<file path="config.mk">
export PLATFORM = sky130hd
export DESIGN_NAME = serial_tx_piso
export DESIGN_NICKNAME = d
export VERILOG_FILES = /design/src/rtl/serial_pkg.sv /design/src/rtl/baud_tick_cnt.sv /design/src/rtl/serial_tx_piso.sv
export SDC_FILE = /design/constraint.sdc
export NUM_CORES = 1
export LEC_CHECK = 0
export BUFFER_PORTS_ARGS = -buffer_cell sky130_fd_sc_hd__buf_2
export CAP_MARGIN = 10
export CORE_MARGIN = 3
export CORE_UTILIZATION = 45
export CTS_CLUSTER_DIAMETER = 100
export CTS_CLUSTER_SIZE = 30
export DETAILED_ROUTE_END_ITERATION = 6
export PLACE_DENSITY = 0.66
export SETUP_SLACK_MARGIN = 0.15
export SKIP_CTS_REPAIR_TIMING = 1
export SYNTH_ARGS = -nofsm -noshare
export SYNTH_HDL_FRONTEND = slang
export SYNTH_HIERARCHICAL = 1
export SYNTH_SLANG_ARGS = --single-unit
</file>
<file path="constraint.sdc">
create_clock -name clk -period 1.7 [get_ports clk]
set_input_delay 0.17 -clock clk [delete_from_list [all_inputs] [get_ports clk]]
set_output_delay 0.17 -clock clk [all_outputs]
set_load 0.02 [all_outputs]
</file>
<file path="src/rtl/serial_pkg.sv">
// Encodings shared by the serial transmit and receive blocks.
package serial_pkg;

   typedef enum logic [2:0] {IDLE, START, DATA, PARITY, STOP} tx_state_t;

   localparam logic START_BIT  = 1'b0;
   localparam logic STOP_BIT   = 1'b1;
   localparam logic IDLE_LEVEL = 1'b1;

   // Counter width for a 0..n-1 range, never narrower than one bit.
   function automatic int unsigned cnt_w(input int unsigned n);
      return (n > 1) ? $clog2(n) : 1;
   endfunction

endpackage

</file>
<file path="src/rtl/baud_tick_cnt.sv">
// Enabled modulo-CLKS_PER_BIT counter; tc_o marks the last cycle of a bit.
module baud_tick_cnt
   import serial_pkg::*;
#(
   parameter int unsigned CLKS_PER_BIT = 4
) (
   input  logic clk_i,
   input  logic reset_ni,
   input  logic en_i,
   input  logic clr_i,
   output logic tc_o
);

   localparam int unsigned   CW     = cnt_w(CLKS_PER_BIT);
   localparam logic [CW-1:0] TC_VAL = CW'(CLKS_PER_BIT - 1);

   logic [CW-1:0] cnt_q, cnt_d;

   assign tc_o = (cnt_q == TC_VAL);

   always_comb begin
      cnt_d = cnt_q;
      if (clr_i)
         cnt_d = '0;
      else if (en_i)
         cnt_d = tc_o ? '0 : cnt_q + CW'(1);
   end

   always_ff @(posedge clk_i or negedge reset_ni) begin
      if (!reset_ni) cnt_q <= '0;
      else           cnt_q <= cnt_d;
   end

endmodule

</file>
<file path="src/rtl/serial_tx_piso.sv">
// Parallel-in serial-out frame transmitter: start, data LSB-first, stop.
// Define SERIAL_TX_PARITY_EN to insert an even-parity bit after the data.
module serial_tx_piso
   import serial_pkg::*;
#(
   parameter int unsigned DATA_W       = 8,
   parameter int unsigned CLKS_PER_BIT = 4
) (
   input  logic              clk,
   input  logic              reset_n,
   input  logic              en,
   input  logic              tx_valid,
   input  logic [DATA_W-1:0] tx_data,
   output logic              tx_ready,
   output logic              tx_out,
   output logic              busy
);

   localparam int unsigned   BW       = cnt_w(DATA_W);
   localparam logic [BW-1:0] BIT_LAST = BW'(DATA_W - 1);

   tx_state_t         state_q;
   logic [DATA_W-1:0] shreg_q;
   logic [DATA_W-1:0] shift_nxt;
   logic [BW-1:0]     bit_q;
   logic              tx_out_q;
   logic              accept;
   logic              baud_tc;
`ifdef SERIAL_TX_PARITY_EN
   logic              par_q;
`endif

   assign tx_ready  = (state_q == IDLE);
   assign busy      = ~tx_ready;
   assign tx_out    = tx_out_q;
   assign accept    = en & tx_valid & tx_ready;
   assign shift_nxt = shreg_q >> 1;

   // Counter only runs inside a frame; acceptance restarts it at zero.
   baud_tick_cnt #(.CLKS_PER_BIT(CLKS_PER_BIT)) u_baud (
      .clk_i    (clk),
      .reset_ni (reset_n),
      .en_i     (en & busy),
      .clr_i    (accept),
      .tc_o     (baud_tc)
   );

   always_ff @(posedge clk or negedge reset_n) begin
      if (!reset_n) begin
         state_q  <= IDLE;
         shreg_q  <= '0;
         bit_q    <= '0;
         tx_out_q <= IDLE_LEVEL;
`ifdef SERIAL_TX_PARITY_EN
         par_q    <= 1'b0;
`endif
      end else if (accept) begin
         state_q  <= START;
         shreg_q  <= tx_data;
         bit_q    <= '0;
         tx_out_q <= START_BIT;
`ifdef SERIAL_TX_PARITY_EN
         par_q    <= ^tx_data;
`endif
      end else if (en && baud_tc) begin
         case (state_q)
            START: begin
               state_q  <= DATA;
               tx_out_q <= shreg_q[0];
            end
            DATA: begin
               if (bit_q == BIT_LAST) begin
`ifdef SERIAL_TX_PARITY_EN
                  state_q  <= PARITY;
                  tx_out_q <= par_q;
`else
                  state_q  <= STOP;
                  tx_out_q <= STOP_BIT;
`endif
               end else begin
                  bit_q    <= bit_q + BW'(1);
                  shreg_q  <= shift_nxt;
                  tx_out_q <= shift_nxt[0];
               end
            end
`ifdef SERIAL_TX_PARITY_EN
            PARITY: begin
               state_q  <= STOP;
               tx_out_q <= STOP_BIT;
            end
`endif
            STOP: begin
               state_q  <= IDLE;
               tx_out_q <= IDLE_LEVEL;
            end
            default: begin
               state_q  <= IDLE;
               tx_out_q <= IDLE_LEVEL;
            end
         endcase
      end
   end

endmodule

</file>
# Word-level counts from Yosys, hierarchy flattened
# Cells that the tools add are included.
# Widths: inputs -> output; s select.
[totals] ff_bits=17 input_bits=12
[op_classes] n_reduce_logical=7 muxes=19 eq_ne=6 bitwise_logic=4 addsub=2
[ops] cell="$mux 8" n=4
[ops] cell="$mux 3" n=7
[ops] cell="$mux 2" n=3
[ops] cell="$pmux 3 s2" n=1
[ops] cell="$reduce_bool 2->1" n=3
[ops] cell="$add 3x1->3 const B" n=1
[ops] cell="$and 1x1->1" n=3
[ops] cell="$eq 3x1->1 const B" n=1
[ops] cell="$eq 3x2->1 const B" n=1
[ops] cell="$eq 3x3->1 const B" n=1
[ops] cell="$logic_not 3->1" n=1
[ops] cell="$mux 1" n=3
[ops] cell="$ne 3x3->1 const B" n=1
[ops] cell="$reduce_and 3->1" n=1
[ops] cell="$add 2x1->2 const B" n=1
[ops] cell="$eq 2x2->1 const B" n=1
[ops] cell="$ne 2x2->1 const B" n=1
[ops] cell="$pmux 1 s2" n=1
[ops] cell="$reduce_and 2->1" n=1
[ops] cell="$logic_and 1x1->1" n=1
[ops] cell="$not 1->1" n=1

# Depth between registers and ports, before layout
[logic_depth] word_depth=5 depth_mapped=6

# Cells and area by module
# The synthesis kept the hierarchy.
[by_module_without_submodules] module="serial_tx_piso" seq_area_each_um2=376.6 n_inst=1 area_per_inst_um2=820.8 cells_each=87
[by_module_without_submodules] module="baud_tick_cnt" seq_area_each_um2=50.0 n_inst=1 area_per_inst_um2=100.1 cells_each=8

# Least setup slack after synthesis
# Ideal clock, no wire load.
[synth_timing] path_kind="flip-flop to flip-flop" startpoint="register state_q[2]" endpoint="register u_baud.cnt_q[0]" path_slack_ps=38 n_path_buf=0 path_stages_with_launch=6 arrival_ps=1589 path_cell_list="dfrtp_1 nor3_2 inv_2 and2_2 nand2b_1 a21oi_2"
[synth_via] elab_chain_len=4
[synth_rtl] item="start: declaration" line_no="serial_tx_piso.sv:22" source="tx_state_t state_q;"
[synth_rtl] item="start signal: assignment" line_no="serial_tx_piso.sv:50" source="state_q <= IDLE;"
[synth_rtl] item="start signal: assignment" line_no="serial_tx_piso.sv:58" source="state_q <= START;"
[synth_rtl] item="start signal: assignment" line_no="serial_tx_piso.sv:68" source="state_q <= DATA;"
[synth_rtl] item="$logic_not 3->1" line_no="serial_tx_piso.sv:33" source="assign tx_ready = (state_q == IDLE);"
[synth_rtl] item="named net tx_ready" line_no="serial_tx_piso.sv:14" source="output logic tx_ready,"
[synth_rtl] item="$not 1->1" line_no="serial_tx_piso.sv:34" source="assign busy = ~tx_ready;"
[synth_rtl] item="named net busy" line_no="serial_tx_piso.sv:16" source="output logic busy"
[synth_rtl] item="$and 1x1->1" line_no="serial_tx_piso.sv:43" source=".en_i (en & busy),"
[synth_rtl] item="$reduce_bool 2->1 (no source line)"
[synth_rtl] item="end signal: assignment" line_no="baud_tick_cnt.sv:31" source="else cnt_q <= cnt_d;"
[synth_rtl] item="end: declaration" line_no="baud_tick_cnt.sv:17" source="logic [CW-1:0] cnt_q, cnt_d;"
# The timed path passes the listed nets, and every way through them passes these cells.
# A chain may end at the register's enable or synchronous reset.

# Worst setup path after layout
[layout_timing] startpoint="register bit_q[0]" endpoint="register shreg_q[0]"
[layout_via] elab_chain_len=3
[layout_rtl] item="start: declaration" line_no="serial_tx_piso.sv:25" source="logic [BW-1:0] bit_q;"
[layout_rtl] item="start signal: assignment" line_no="serial_tx_piso.sv:81" source="bit_q <= bit_q + BW'(1);"
[layout_rtl] item="$eq 3x3->1" line_no="serial_tx_piso.sv:72" source="if (bit_q == BIT_LAST) begin"
[layout_rtl] item="$ne 2x2->1 (no source line)"
[layout_rtl] item="$reduce_and 3->1 (no source line)"
[layout_rtl] item="end signal: assignment" line_no="serial_tx_piso.sv:59" source="shreg_q <= tx_data;"
[layout_rtl] item="end signal: assignment" line_no="serial_tx_piso.sv:82" source="shreg_q <= shift_nxt;"
[layout_rtl] item="end: declaration" line_no="serial_tx_piso.sv:23" source="logic [DATA_W-1:0] shreg_q;"
# Every way passes these cells.

==> flow_summary.ini <==
[final_layout]
final_cell_mix = 14 x dfrtp_1, 14 x buf_2, 9 x nand3_1
nFillCells = 171
antenna-diode-count = 0
nets = 132
area_delta_synth_final_pct = 24.0
drive_gt1_share_pct = 37.1

[floorplan]
design.die.area_um2 = 2630
fp.dieW_um = 51.2
core_area_um2 = 1820
num_io_pins = 15
fp-row-count = 15
floorplan.initialDensity_pct = 50.6
die_height_um = 51.2

[placement]
dp_hpwl_mm = 1.38
gp_congestion = 0.840
portBuffers = 14

[clock_tree]
cts_tree = built
cts_sinks = 17
ctsRootBufferMaster = clkbuf_4
insertion_delay_ns = 0.29
cts_buffers = 3
clk_pin_slew_worst_paths_ns = 0.11
cts_buffer_depth = 2
h-tree-depth = 1

[worst_setup_path]
start_kind = flop
path_buf_inv = 1
critical-path-slowest-cell = dfrtp_1
end_kind = flop
cp_num_cells = 6
arrival_ns = 1.67
worstPathMaxFanout = 11
crit_type = reg -> reg
crit_family = flip-flops
slowest_delay_ns = 0.40
crit_required_ns = 1.87
path_cells = ha_2 -> ha_4 -> nand4bb_4 -> buf_6 -> o21ai_1 -> a31oi_1
reg2reg_depth = 6

[logic_synthesis]
yosysWarningCount = 6
synth_nets = 110
syn_avg_cell_area_um2 = 9.69
synth_area_um2 = 921
ys_types = 32
synth_top_cell_by_area = dfrtp_1
ys_seq_area_share_pct = 46.3
synth_top_area_share_pct = 43.5
syn_inst = 95
ys_top_cells_by_area = dfrtp_1 43%, o21ai_0 6.0%, nand3_1 4.9%
synth-seq-cells = 17

[drt]
drtAntennaViolNets = 0
wirelength_met1_mm = 1.01
route.met3.wl_um = 63
routedWlPerCell_um = 14.8
wl_met2_um = 995
highest_layer = met4
drt-pass1-iter-count = 4
via_count = 796
drcViolationCount = 0
dr.first_iter.drc_count = 23
wl_mm = 2.09
via_per_inst = 5.65

[timing]
setup_tns_ns = 0
setup_viol = 0
max_slew_margin_pct = 73.8
clock_skew_ns = 0.00330
hold_violations = 0
worstMarginPinSlew_ns = 0.392
fin_hold_ws_ns = 0.0974
period_minus_slack_ns = 1.50
post-route-period-util_pct = 88.2
rsz0062_at_grt = yes
max_freq_ghz = 0.667
slew_viol_final = 0

[global_routing]
grt_max_degree = 18
antenna_found_initial = 0
grtUsageTotal_pct = 17.6
grt_pass1_wl_mm = 3.55
grt.overflow.total = 0
grt_pass1_vias = 742

[flow_run]
maxCapViolCount = 0

[power]
power.density_nw_per_um2 = 1340
p_leak_nw = 0.488
ir_drop_mv = 0.751

[run_status]
outcome = finished clean

[min_path]
holdCritPathClass = in -> reg
hold_depth = 3
-- path summary, 6_finish.rpt --
path | startpoint | slack [ns] | end
max | bit_q[0]$_DFFE_PN0P_ | 0.20 | shreg_q[0]$_DFFE_PN0P_
min | tx_data[7] | 0.1 | shreg_q[7]$_DFFE_PN0P_
max reg2reg | bit_q[0]$_DFFE_PN0P_ | 0.20 | shreg_q[0]$_DFFE_PN0P_
min reg2reg | u_baud/cnt_q[1]$_DFFE_PN0P_ | 0.54 | u_baud/cnt_q[1]$_DFFE_PN0P_
max in group asynchronous | reset_n | 1.06 | tx_out$_DFFE_PN1P_
min in group asynchronous | reset_n | 0.33 | state_q[2]$_DFFE_PN0P_
-- state kept, by name, summed over array words and instances (netlist names) --
signal        count
bit_q             3
u_baud/cnt_q      2
tx_out            1
shreg_q           8
state_q           3
-- through the flow --
| step | instances | util, % | worst slack [ns] | cell area, µm² | total power, mW |
|---|---|---|---|---|---|
| final | 141 | 62.7 | 0.200 | 1140 | 1.53 |
| after floorplan | 95 | - | 0.177 | 927 | 1.06 |
| after detailed placement | 133 | 56.4 | 0.0905 | 1030 | 1.19 |
| after CTS | 137 | 57.8 | 0.0581 | 1050 | 1.41 |
| after global routing | 141 | 62.7 | 0.123 | 1140 | 1.65 |
| after global placement | 133 | 56.4 | 0.125 | 1030 | 1.18 |
-- kinds of logic after synthesis --
| family | Yosys count | share of synthesized area (%) |
|---|---|---|
| simple gates | 39 | 26.0 |
| buf+inv | 8 | 4.35 |
| flops | 17 | 46.3 |
| mux | 2 | 2.17 |
| fa+ha+maj | 3 | 4.08 |
| compound gates | 26 | 17.1 |
-- final cells by class --
type | instances | area (µm²) | share of cell area, %
clock buffers | 4 | 26.3 | 2.30
well taps | 25 | 31.3 | 2.74
inverters | 4 | 17.5 | 1.53
multi-input cells | 70 | 509 | 44.6
flip-flops and latches | 17 | 429 | 37.6
repair buffers | 21 | 129 | 11.3
-- metal layers --
metal | vias to the layer above | GRT usage [%]
met5 | - | 0
met4 | 0 | 3.93
met3 | 4 | 2.92
met2 | 14 | 28.3
met1 | 386 | 24.9
li1 | 392 | -
-- worst register-to-register path, cell delays in order (launching register included) --
cell and delay [ns]:
dfrtp_1 0.40, ha_2 0.20, ha_4 0.16, nand4bb_4 0.20, buf_6 0.17, o21ai_1 0.15
a31oi_1 0.10
-- cells in the mapped netlist, drive strengths merged --
library cell,instances
buf,3
nand3,10
nand2,6
nand2b,2
clkbuf,1
a21oi,6
or2b,1
nor2,2
inv,4
nor3,9
dfstp,1
and2,1
o41ai,1
ha,3
mux2i,2
or3,1
nand4bb,1
o21ai,12
or3b,1
and4bb,1
dfrtp,16
and4b,1
a31oi,7
and2b,1
nor4,2
-- report_power, final --
part           switching, mW  total [mW]  internal, mW  leakage, nW
Combinational          0.304       0.609         0.305        0.264
Clock                  0.133       0.224        0.0911       0.0150
Sequential             0.117       0.702         0.584        0.209
Note: power is estimated with default switching activity, not from simulation.
